`config.mk`:
```
export PLATFORM = sky130hd
export DESIGN_NAME = multicycle_ctrl
export DESIGN_NICKNAME = d
export VERILOG_FILES = /design/src/rtl/multicycle_ctrl.sv
export SDC_FILE = /design/constraint.sdc
export NUM_CORES = 1
export LEC_CHECK = 0
export BUFFER_PORTS_ARGS = -buffer_cell sky130_fd_sc_hd__buf_4
export CAP_MARGIN = 30
export CORE_MARGIN = 3
export CORE_UTILIZATION = 40
export DETAILED_ROUTE_END_ITERATION = 6
export MAX_ROUTING_LAYER = met4
export PLACE_DENSITY = 0.66
export RECOVER_POWER = 100
export SLEW_MARGIN = 30
export SYNTH_ARGS = -nofsm -noshare
export SYNTH_HDL_FRONTEND = slang
export SYNTH_SLANG_ARGS = --single-unit
```
`constraint.sdc`:
```
create_clock -name i_clk -period 2.1 [get_ports i_clk]
set_input_delay 0.21 -clock i_clk [delete_from_list [all_inputs] [get_ports i_clk]]
set_output_delay 0.21 -clock i_clk [all_outputs]
set_load 0.01 [all_outputs]
```
`src/rtl/multicycle_ctrl.sv`:
```
// Multi-cycle RV32I sequencer that steps each instruction through FETCH/DECODE/EXEC/MEM/WB.
// It owns the shared memory req/ack handshake, the wait-state timeout and the retired-instruction counter.
module multicycle_ctrl #(
    parameter int MEM_TIMEOUT = 16,
    parameter int CNT_W       = 32
) (
    input  logic             i_clk,
    input  logic             i_rst_n,
    input  logic [6:0]       i_opcode,
    input  logic             i_br_taken,
    input  logic             i_mem_ack,
    output logic             o_mem_req,
    output logic             o_mem_we,
    output logic             o_addr_sel,
    output logic             o_ir_wren,
    output logic             o_pc_wren,
    output logic             o_pc_sel,
    output logic             o_rd_wren,
    output logic [1:0]       o_wb_sel,
    output logic             o_op_a_sel,
    output logic             o_op_b_sel,
    output logic [1:0]       o_alu_op,
    output logic [2:0]       o_state,
    output logic             o_illegal,
    output logic             o_bus_err,
    output logic [CNT_W-1:0] o_instret
);
    // state  | meaning
    // FETCH  | read instruction at PC, latch IR on ack
    // DECODE | regfile read, opcode legality check
    // EXEC   | ALU operation; branches resolve and retire here
    // MEM    | load/store data access
    // WB     | regfile write and PC update
    // TRAP   | halted after illegal opcode or bus timeout, until reset
    typedef enum logic [2:0] {
        S_FETCH  = 3'd0,
        S_DECODE = 3'd1,
        S_EXEC   = 3'd2,
        S_MEM    = 3'd3,
        S_WB     = 3'd4,
        S_TRAP   = 3'd7
    } state_t;

    localparam int WAIT_W = (MEM_TIMEOUT > 2) ? $clog2(MEM_TIMEOUT) : 1;

    state_t            state, state_nxt;
    logic [WAIT_W-1:0] wait_cnt;
    logic              ack_q;
    logic              timeout;
    logic              is_load, is_store, is_r, is_opimm, is_branch;
    logic              is_jal, is_jalr, is_lui, is_auipc, is_legal;
    logic              sel_a, sel_b;
    logic [1:0]        sel_alu;

    // An ack seen while reset is low must not produce strobes.
    assign ack_q   = i_mem_ack & i_rst_n;
    assign timeout = (MEM_TIMEOUT > 0) && o_mem_req && !ack_q &&
                     (wait_cnt == WAIT_W'(MEM_TIMEOUT - 1));
    assign o_state = state;

    always_comb begin
        is_load   = (i_opcode == 7'b0000011);
        is_store  = (i_opcode == 7'b0100011);
        is_r      = (i_opcode == 7'b0110011);
        is_opimm  = (i_opcode == 7'b0010011);
        is_branch = (i_opcode == 7'b1100011);
        is_jal    = (i_opcode == 7'b1101111);
        is_jalr   = (i_opcode == 7'b1100111);
        is_lui    = (i_opcode == 7'b0110111);
        is_auipc  = (i_opcode == 7'b0010111);
        is_legal  = is_load | is_store | is_r | is_opimm | is_branch |
                    is_jal | is_jalr | is_lui | is_auipc;
        sel_a     = is_branch | is_jal | is_auipc;
        sel_b     = !is_r;
        sel_alu   = (is_load | is_store) ? 2'b01 :
                    (is_r | is_opimm)    ? 2'b10 : 2'b00;
    end

    always_ff @(posedge i_clk) begin
        if (!i_rst_n) state <= S_FETCH;
        else          state <= state_nxt;
    end

    always_comb begin
        state_nxt = state;
        case (state)
            S_FETCH:  if (ack_q) state_nxt = S_DECODE;
                      else if (timeout) state_nxt = S_TRAP;
            S_DECODE: state_nxt = is_legal ? S_EXEC : S_TRAP;
            S_EXEC:   if (is_branch) state_nxt = S_FETCH;
                      else if (is_load | is_store) state_nxt = S_MEM;
                      else state_nxt = S_WB;
            S_MEM:    if (ack_q) state_nxt = is_store ? S_FETCH : S_WB;
                      else if (timeout) state_nxt = S_TRAP;
            S_WB:     state_nxt = S_FETCH;
            S_TRAP:   state_nxt = S_TRAP;
            default:  state_nxt = S_TRAP;
        endcase
    end

    always_comb begin
        o_mem_req  = 1'b0;
        o_mem_we   = 1'b0;
        o_addr_sel = 1'b0;
        o_ir_wren  = 1'b0;
        o_pc_wren  = 1'b0;
        o_pc_sel   = 1'b0;
        o_rd_wren  = 1'b0;
        o_wb_sel   = 2'b00;
        o_op_a_sel = 1'b0;
        o_op_b_sel = 1'b0;
        o_alu_op   = 2'b00;
        if (state == S_EXEC || state == S_MEM || state == S_WB) begin
            o_op_a_sel = sel_a;
            o_op_b_sel = sel_b;
            o_alu_op   = sel_alu;
        end
        case (state)
            S_FETCH: begin
                o_mem_req = 1'b1;
                o_ir_wren = ack_q;
            end
            S_EXEC: begin
                o_pc_wren = is_branch;
                o_pc_sel  = is_branch & i_br_taken;
            end
            S_MEM: begin
                o_mem_req  = 1'b1;
                o_addr_sel = 1'b1;
                o_mem_we   = is_store;
                o_pc_wren  = ack_q & is_store;
            end
            S_WB: begin
                o_rd_wren = 1'b1;
                o_pc_wren = 1'b1;
                o_pc_sel  = is_jal | is_jalr;
                o_wb_sel  = is_load ? 2'b10 : (is_jal | is_jalr) ? 2'b00 : 2'b01;
            end
            default: ;
        endcase
    end

    always_ff @(posedge i_clk) begin
        if (!i_rst_n) begin
            wait_cnt  <= '0;
            o_illegal <= 1'b0;
            o_bus_err <= 1'b0;
            o_instret <= '0;
        end else begin
            if (ack_q || !o_mem_req || timeout) wait_cnt <= '0;
            else                                wait_cnt <= wait_cnt + 1'b1;
            if (state == S_DECODE && !is_legal) o_illegal <= 1'b1;
            if (timeout)                        o_bus_err <= 1'b1;
            if (o_pc_wren)                      o_instret <= o_instret + 1'b1;
        end
    end
endmodule
```
==> impl_metrics.json, run 1 <==
{
  "design_area_mm2": 0.00311,
  "violations": "setup timing",
  "via_per_inst": 5.57,
  "vias": 2517,
  "finalMaxSlewViolations": 0,
  "ys_ff_latch": 41,
  "vdd_ir_drop_max_uv": 301,
  "startpoint": "o_state[2]",
  "arrival_ns": 2.36,
  "cts_buffers": 5,
  "fp.dieW_um": 80.5,
  "rr_worst_depth": 6,
  "ios": 61,
  "placed_cells": 434,
  "avgRoutedWirePerCell_um": 15.2,
  "grt_pass1_vias": 2455,
  "synth_cells": 282,
  "synth_area_mm2": 0.00222,
  "skew_ns": 0.00415,
  "post-route-min-period_ns": 2.14,
  "drcViolationCount": 0,
  "cts_hold_buf": 0,
  "die_area_mm2": 0.00649,
  "rows": 26,
  "leakagePower_nw": 1.11,
  "mostFrequentLayoutCell": "buf_4",
  "clk_pin_slew_ns": 0.08,
  "clkLatencyLatePin_ns": 0.29,
  "setup_viol_count_final": 3,
  "core_mm2": 0.00524,
  "htreeDepth": 2,
  "drt_iter0_markers": 154,
  "syn_avg_cell_area_um2": 7.88,
  "cp_max_fo": 5,
  "initial_core_util_pct": 42.4,
  "reg2reg_slack_ns": -0.04,
  "critPathKind": "flop to flop",
  "grtUsageTotal_pct": 22.2,
  "port-buffer-count": 60,
  "clk_path_buf_depth": 2,
  "hpwl_mm": 4.78,
  "fin_ws_ns": -0.0409,
  "reg2reg_to": "o_instret[6]",
  "post-place-ws_ns": -0.224,
  "antenna_found_initial": 0,
  "area_delta_synth_final_pct": 40.0,
  "grt_first_pass_wirelength_mm": 11.2,
  "root_buffer": "clkbuf_8",
  "outcome": "finished with violations",
  "insertedDiodeCount": 0,
  "max_freq_mhz": 467,
  "grt-ovfl-total": 0,
  "worstMarginPinSlew_ns": 0.419,
  "synth_cell_types": 44,
  "drive_gt1_share_pct": 25.9,
  "place_area_mm2": 0.00296,
  "place_congestion": 0.908,
  "powerDensity_mw_per_mm2": 593,
  "r2r_start": "o_state[2]",
  "layoutNonFillerInstCount": 452,
  "drtPass1Iterations": 4,
  "grt_max_degree": 25,
  "synthArstFlopShare_pct": 0,
  "worstHoldPathType": "input port to flop",
  "ant_nets": 0,
  "maxCapViolCount": 0,
  "yosysWarnings": 0,
  "rsz0062_at_grt": "true",
  "syn-num-nets": 295,
  "die_h_um": 80.5,
  "fin_nets": 394,
  "hold_viol_final": 0,
  "critPathLaunchType": "flop",
  "cts_tree": "done",
  "slew-limit-headroom_pct": 71.9,
  "yosysSeqAreaShare_pct": 36.9,
  "ys.flop_type": "dfxtp_1",
  "fill_cells": 533,
  "required_ns": 2.32,
  "period_share_pct": 102,
  "cp-end-kind": "flop",
  "wl_mm": 6.87,
  "layout_common_cells": "61 x buf_4, 40 x dfxtp_1, 36 x clkbuf_1",
  "synth-edff-count": 0,
  "p_total_mw": 1.84,
  "endpoint": "o_instret[6]",
  "clock-sinks": 41
}
## kinds of logic (layout without fill, tap and decap cells)
logic type / Yosys count / count (layout) / share of synthesized area, %
mux: 1 / 1 / 0.450
flops: 41 / 41 / 36.9
buf+inv: 30 / 128 / 5.41
xor+xnor: 6 / 6 / 2.36
fa+ha+maj: 2 / 2 / 1.13
compound gates: 78 / 80 / 22.1
simple gates: 124 / 124 / 31.6
## metrics by stage
stage / TNS [ns] / util (%) / hold slack [ns]
final: -0.0854 / 59.4 / 0.297
after global routing: -1.02 / 59.4 / 0.292
after CTS: 0 / 60.1 / 0.295
after detailed placement: -1.50 / 56.6 / 0.445
after global placement: -1.19 / 56.6 / 0.432
after floorplan: 0 / - / 0.418
## cell type report
type | count | area, um2 | share of cell area, %
well taps | 70 | 87.6 | 2.81
clock inverters | 2 | 13.8 | 0.442
inverters | 18 | 70.1 | 2.25
flip-flops and latches | 41 | 825 | 26.5
clock buffers | 6 | 82.6 | 2.65
repair buffers | 102 | 646 | 20.7
multi-input cells | 213 | 1390 | 44.6
## registers in the layout (all words and copies together) (netlist names)
name / count
o_bus_err: 1
o_illegal: 1
o_instret: 32
o_state: 3
wait_cnt: 4
## what timing repair did
item,4_1_cts,5_1_grt
gates cloned,2,0
endpoints found under the setup margin,12,17
gates resized for setup,9,18
pin swaps,3,12
buffers inserted,4,4
## synth_stat cells (4+ instances only)
cell type	count	area, um2
nand4_1	7	43.8
a21oi_1	32	160
xor2_1	4	35.0
nor2_1	26	97.6
inv_1	17	63.8
o31ai_1	20	150
o21ai_0	10	50.1
or3_1	11	68.8
nor4_1	7	43.8
a211oi_1	4	30.0
dfxtp_1	41	821
or4_1	17	128
nand2_1	17	63.8
clkbuf_1	11	41.3
nor3_1	6	30.0
nand3_1	13	65.1
## routing by layer
layer,GRT usage (%),part of all wire (%),vias up
met4,7.09,0.86,0
met1,26.5,45,1185
met3,4.37,4.7,5
met5,-,0,-
met2,37.6,49,68
li1,-,-,1259
## worst max-delay path: stages, from the launching register on
cell and delay, ns:
dfxtp_4 0.36, nand3b_1 0.23, or4_4 0.59, a31o_4 0.30, buf_6 0.13, or3_4 0.33, a21oi_2 0.13
## worst min-delay path by stage
stage / start / end / slack, ns / depth (start not counted)
after floorplan: wait_cnt[0] / wait_cnt[0] / 0.42 / 1
after global placement: wait_cnt[0] / wait_cnt[0] / 0.43 / 1
after detailed placement: wait_cnt[0] / wait_cnt[0] / 0.44 / 1
after CTS: i_mem_ack / wait_cnt[2] / 0.30 / 3
after global routing: i_mem_ack / wait_cnt[2] / 0.29 / 3
final: i_mem_ack / wait_cnt[2] / 0.30 / 3
## power breakdown
group / total [mW] / switching, mW / internal (mW)
logic: 0.465 / 0.246 / 0.219
clock network: 0.551 / 0.285 / 0.267
registers: 0.828 / 0.0231 / 0.805
total: 1.84 / 0.554 / 1.29
Note: power is estimated with default switching activity, not from simulation.
==> run 2: changes to the inputs <==
Settings changed: PLACE_DENSITY 0.66 to 0.65.
==> impl_metrics.json, run 2 (synthesis results as in run 1) <==
{
  "fin_nets": 392,
  "skew_ns": 0.00654,
  "critPathKind": "flop to flop",
  "ios": 61,
  "critPathLaunchType": "flop",
  "clock-sinks": 41,
  "mostFrequentLayoutCell": "buf_4",
  "via_per_inst": 5.67,
  "cp-end-kind": "flop",
  "fp.dieW_um": 80.5,
  "placed_cells": 439,
  "clk_pin_slew_ns": 0.08,
  "htreeDepth": 2,
  "finalMaxSlewViolations": 0,
  "grt-ovfl-total": 0,
  "setup_viol_count_final": 0,
  "initial_core_util_pct": 42.4,
  "antenna_found_initial": 0,
  "cts_buffers": 5,
  "drive_gt1_share_pct": 24.2,
  "core_mm2": 0.00524,
  "hpwl_mm": 4.72,
  "maxCapViolCount": 0,
  "place_congestion": 0.944,
  "max_freq_mhz": 487,
  "fill_cells": 512,
  "clkLatencyLatePin_ns": 0.29,
  "place_area_mm2": 0.00300,
  "root_buffer": "clkbuf_8",
  "grtUsageTotal_pct": 21.5,
  "cts_hold_buf": 0,
  "clk_path_buf_depth": 2,
  "port-buffer-count": 60,
  "vdd_ir_drop_max_uv": 371,
  "rsz0062_at_grt": "true",
  "grt_max_degree": 24,
  "largest_reg_flops": 32,
  "grt_first_pass_wirelength_mm": 10.7,
  "outcome": "finished, final reports clean",
  "min_path_cells": 3,
  "arrival_ns": 2.28,
  "met3WireLength_um": 423,
  "dr_wl_met2_mm": 3.05,
  "reg2reg_to": "o_instret[20]",
  "worstMarginPinSlew_ns": 0.569,
  "ant_nets": 0,
  "layout_common_cells": "68 x buf_4, 39 x dfxtp_1, 31 x clkbuf_1",
  "post-route-min-period_ns": 2.05,
  "min-delay-start": "i_mem_ack",
  "highest_layer": "met4",
  "area_delta_synth_final_pct": 37.5,
  "wl_mm": 6.59,
  "reg2reg_slack_ns": 0.05,
  "cp_max_fo": 5,
  "layoutNonFillerInstCount": 450,
  "hold_viol_final": 0,
  "drtPass1Iterations": 5,
  "rows": 26,
  "die_h_um": 80.5,
  "avgRoutedWirePerCell_um": 14.6,
  "rr_worst_depth": 5,
  "grt_pass1_vias": 2231,
  "cts_tree": "done",
  "drcViolationCount": 0,
  "slew-limit-headroom_pct": 61.8,
  "hold_end": "wait_cnt[2]",
  "design_area_mm2": 0.00306,
  "m1WireLength_mm": 3.05,
  "insertedDiodeCount": 0,
  "powerDensity_mw_per_mm2": 596,
  "r2r_start": "o_state[2]",
  "period_share_pct": 97.7,
  "required_ns": 2.33,
  "leakagePower_nw": 1.11,
  "regMostFlops": "o_instret",
  "die_area_mm2": 0.00649,
  "drt_iter0_markers": 147,
  "vias": 2550,
  "worstHoldPathType": "input port to flop"
}
-- run 2: through the flow --
step | hold WS, ns | util, % | setup WS [ns] | setup TNS [ns] | power, mW
after floorplan | 0.418 | - | 0.0281 | 0 | 1.04
after global placement | 0.428 | 57.3 | -0.156 | -0.732 | 1.26
after detailed placement | 0.460 | 57.3 | -0.145 | -1.38 | 1.26
after CTS | 0.270 | 59.7 | 0.0145 | 0 | 1.82
after global routing | 0.294 | 58.3 | -0.0108 | -0.0118 | 1.92
final | 0.282 | 58.3 | 0.0477 | 0 | 1.82
-- run 2: power breakdown --
part           total, mW  switching [mW]  leakage, nW  internal (mW)
registers          0.833          0.0264        0.332          0.806
logic              0.433           0.231        0.722          0.202
clock network      0.555           0.288       0.0512          0.267
-- run 2: area by class of cell --
cell class	count	area (um2)	area share, %
multi-input combinational	213	1340	43.9
tap	70	87.6	2.87
clock buffer	6	82.6	2.70
timing repair buffer	100	638	20.9
clock inverter	2	13.8	0.450
sequential	41	826	27.0
inverter	18	67.6	2.21
-- run 2: worst max-delay path: stages (launching register included) --
cell,delay (ns)
dfxtp_4,0.37
nand3b_1,0.19
or4_4,0.54
a31o_4,0.30
or4_1,0.47
a21oi_1,0.13
-- run 2: worst max path at each step --
stage / startpoint / endpoint / cells past startpoint
2_1_floorplan: i_opcode[4] / o_instret[12] / 7
3_3_place_gp: i_opcode[6] / o_instret[15] / 9
3_5_place_dp: i_opcode[4] / o_instret[20] / 6
4_1_cts: o_state[2] / o_instret[20] / 5
5_1_grt: o_state[2] / o_pc_wren / 8
6_report: o_state[2] / o_instret[20] / 5
-- run 2: metal layers --
| metal | track usage (%) | up-vias |
|---|---|---|
| li1 | - | 1262 |
| met1 | 28.0 | 1180 |
| met2 | 33.9 | 97 |
| met3 | 3.59 | 11 |
| met4 | 6.59 | 0 |
| met5 | - | - |
-- run 2: repair_timing --
action,in CTS,in global routing
cloned,1,1
endpoints found under the hold margin,0,0
endpoints found under the setup margin,9,5
gates resized for setup,5,6
pin swaps,1,6
buffers inserted,0,1
==> run 3: changes to the inputs <==
Settings changed: CELL_PAD_IN_SITES_DETAIL_PLACEMENT set to 1, CELL_PAD_IN_SITES_GLOBAL_PLACEMENT set to 2, CORE_UTILIZATION 40 to 26, PLACE_DENSITY 0.65 to 0.73.
==> impl_metrics.json, run 3 (synthesis results as in run 1) <==
{
  "outcome": "finished, final reports clean",
  "reg2reg_to": "o_instret[6]",
  "rsz0062_at_grt": "true",
  "pwr-share-seq_pct": 43.7,
  "maxCapViolCount": 0,
  "drtPass1Iterations": 4,
  "ant_nets": 0,
  "rr_worst_depth": 6,
  "cp_max_fo": 6,
  "die_h_um": 98.5,
  "critPathKind": "flop to flop",
  "max_freq_mhz": 477,
  "clock-sinks": 41,
  "die_area_mm2": 0.00969,
  "placed_cells": 475,
  "clk_path_buf_depth": 2,
  "port-buffer-count": 60,
  "critPathLaunchType": "flop",
  "core_mm2": 0.00826,
  "slew-limit-headroom_pct": 41.2,
  "htreeDepth": 2,
  "worstHoldPathType": "input port to flop",
  "reg2reg_slack_ns": 0.006,
  "layout_common_cells": "56 x buf_4, 44 x clkbuf_1, 39 x dfxtp_1",
  "min-delay-start": "i_mem_ack",
  "vdd_ir_drop_max_uv": 305,
  "avgRoutedWirePerCell_um": 15.1,
  "drive_gt1_share_pct": 22.8,
  "hold_viol_final": 0,
  "pwr-share-clk_pct": 35.5,
  "fp.dieW_um": 98.5,
  "cp-end-kind": "flop",
  "cpPeakStageDelay_ns": 0.58,
  "grt_max_degree": 31,
  "fin_nets": 394,
  "layoutNonFillerInstCount": 487,
  "period_share_pct": 99.7,
  "mostFrequentLayoutCell": "buf_4",
  "post-route-min-period_ns": 2.09,
  "grt_first_pass_wirelength_mm": 12.4,
  "area_delta_synth_final_pct": 39.7,
  "required_ns": 2.33,
  "antenna_found_initial": 0,
  "rows": 33,
  "hold_end": "wait_cnt[2]",
  "worstMarginPinSlew_ns": 0.876,
  "slowest_stage": "or4_4",
  "drcViolationCount": 0,
  "vias": 2529,
  "critical_path.cell_chain": "nand3b_1 > or4_4 > a31o_4 > buf_6 > or3_1 > a21oi_1",
  "drt_iter0_markers": 49,
  "grt_pass1_vias": 2537,
  "switching_share_pct": 28.5,
  "via_per_inst": 5.19,
  "place_congestion": 0.891,
  "switching_power_mw": 0.545,
  "clkLatencyLatePin_ns": 0.30,
  "ios": 61,
  "clk_pin_slew_ns": 0.09,
  "cts_buffers": 5,
  "fin_util_pct": 37.6,
  "leakagePower_nw": 1.07,
  "internal-power_mw": 1.37,
  "cts_tree": "done",
  "skew_ns": 0.0109,
  "largest_reg_flops": 32,
  "hpwl_mm": 5.44,
  "arrival_ns": 2.33,
  "min_path_cells": 3,
  "grtUsageTotal_pct": 15.8,
  "insertedDiodeCount": 0,
  "regMostFlops": "o_instret",
  "initial_core_util_pct": 26.9,
  "p_comb_share_pct": 20.8,
  "finalMaxSlewViolations": 0,
  "r2r_start": "o_state[2]",
  "powerDensity_mw_per_mm2": 616,
  "grt-ovfl-total": 0,
  "setup_viol_count_final": 0,
  "wl_mm": 7.38,
  "root_buffer": "clkbuf_8"
}
-- run 3: layout make-up --
type / instances / area, um2
clock buffers: 7 / 86.3
clock inverters: 1 / 30.0
fillers: 1046 / 5150
inverters: 18 / 67.6
multi-input cells: 213 / 1360
flip-flops and latches: 41 / 826
well taps: 105 / 131
repair buffers: 102 / 606
-- run 3: worst max path at each step --
| stage | start | endpoint | slack, ns |
|---|---|---|---|
| CTS | o_state[1] | o_pc_wren | 0.01 |
| global route | o_state[2] | o_pc_wren | -0.11 |
| floorplan | i_opcode[4] | o_instret[12] | 0.03 |
| detailed placement | i_opcode[4] | o_instret[14] | -0.18 |
| global placement | i_opcode[4] | o_instret[14] | -0.13 |
| finish | o_state[2] | o_instret[6] | 0.006 |
-- run 3: what timing repair did --
action                     4_1_cts  5_1_grt
setup endpoints to repair       14       19
hold buffers                     0        0
pin swaps                        2       10
gates resized for setup          3       11
gates cloned                     2        0
setup buffers                    1        1
-- run 3: per-stage QoR --
| stage | TNS, ns | area, um2 | setup slack (ns) | hold slack (ns) | power (mW) |
|---|---|---|---|---|---|
| floorplan | 0 | 2220 | 0.0281 | 0.418 | 1.04 |
| global placement | -0.886 | 3060 | -0.128 | 0.437 | 1.26 |
| detailed placement | -1.78 | 3060 | -0.179 | 0.449 | 1.26 |
| CTS | 0 | 3210 | 0.0126 | 0.263 | 1.96 |
| global route | -0.865 | 3100 | -0.111 | 0.276 | 2.01 |
| finish | 0 | 3100 | 0.00552 | 0.273 | 1.91 |
-- run 3: critical path: cells and delay by family (launching register included) --
kind	cells	cell delay [ns]
buffers and inverters	1	0.13
AO/OA/AOI/OAI	2	0.43
AND/OR/NAND/NOR	3	1.09
flip-flops	1	0.37
-- run 3: routing by layer --
metal | share of wire [%] | routed length [um] | global-route usage [%]
met4 | 2.3 | 167 | 5.78
met5 | 0 | 0 | -
met3 | 4.5 | 334 | 2.83
met2 | 47 | 3460 | 25.4
met1 | 46 | 3420 | 19.9
-- run 3: power groups by stage --
stage	clock network, mW	logic [mW]	registers (mW)
floorplan	0	0.190	0.854
global placement	0	0.408	0.851
detailed placement	0	0.410	0.851
CTS	0.699	0.422	0.836
global route	0.731	0.441	0.843
finish	0.679	0.397	0.836
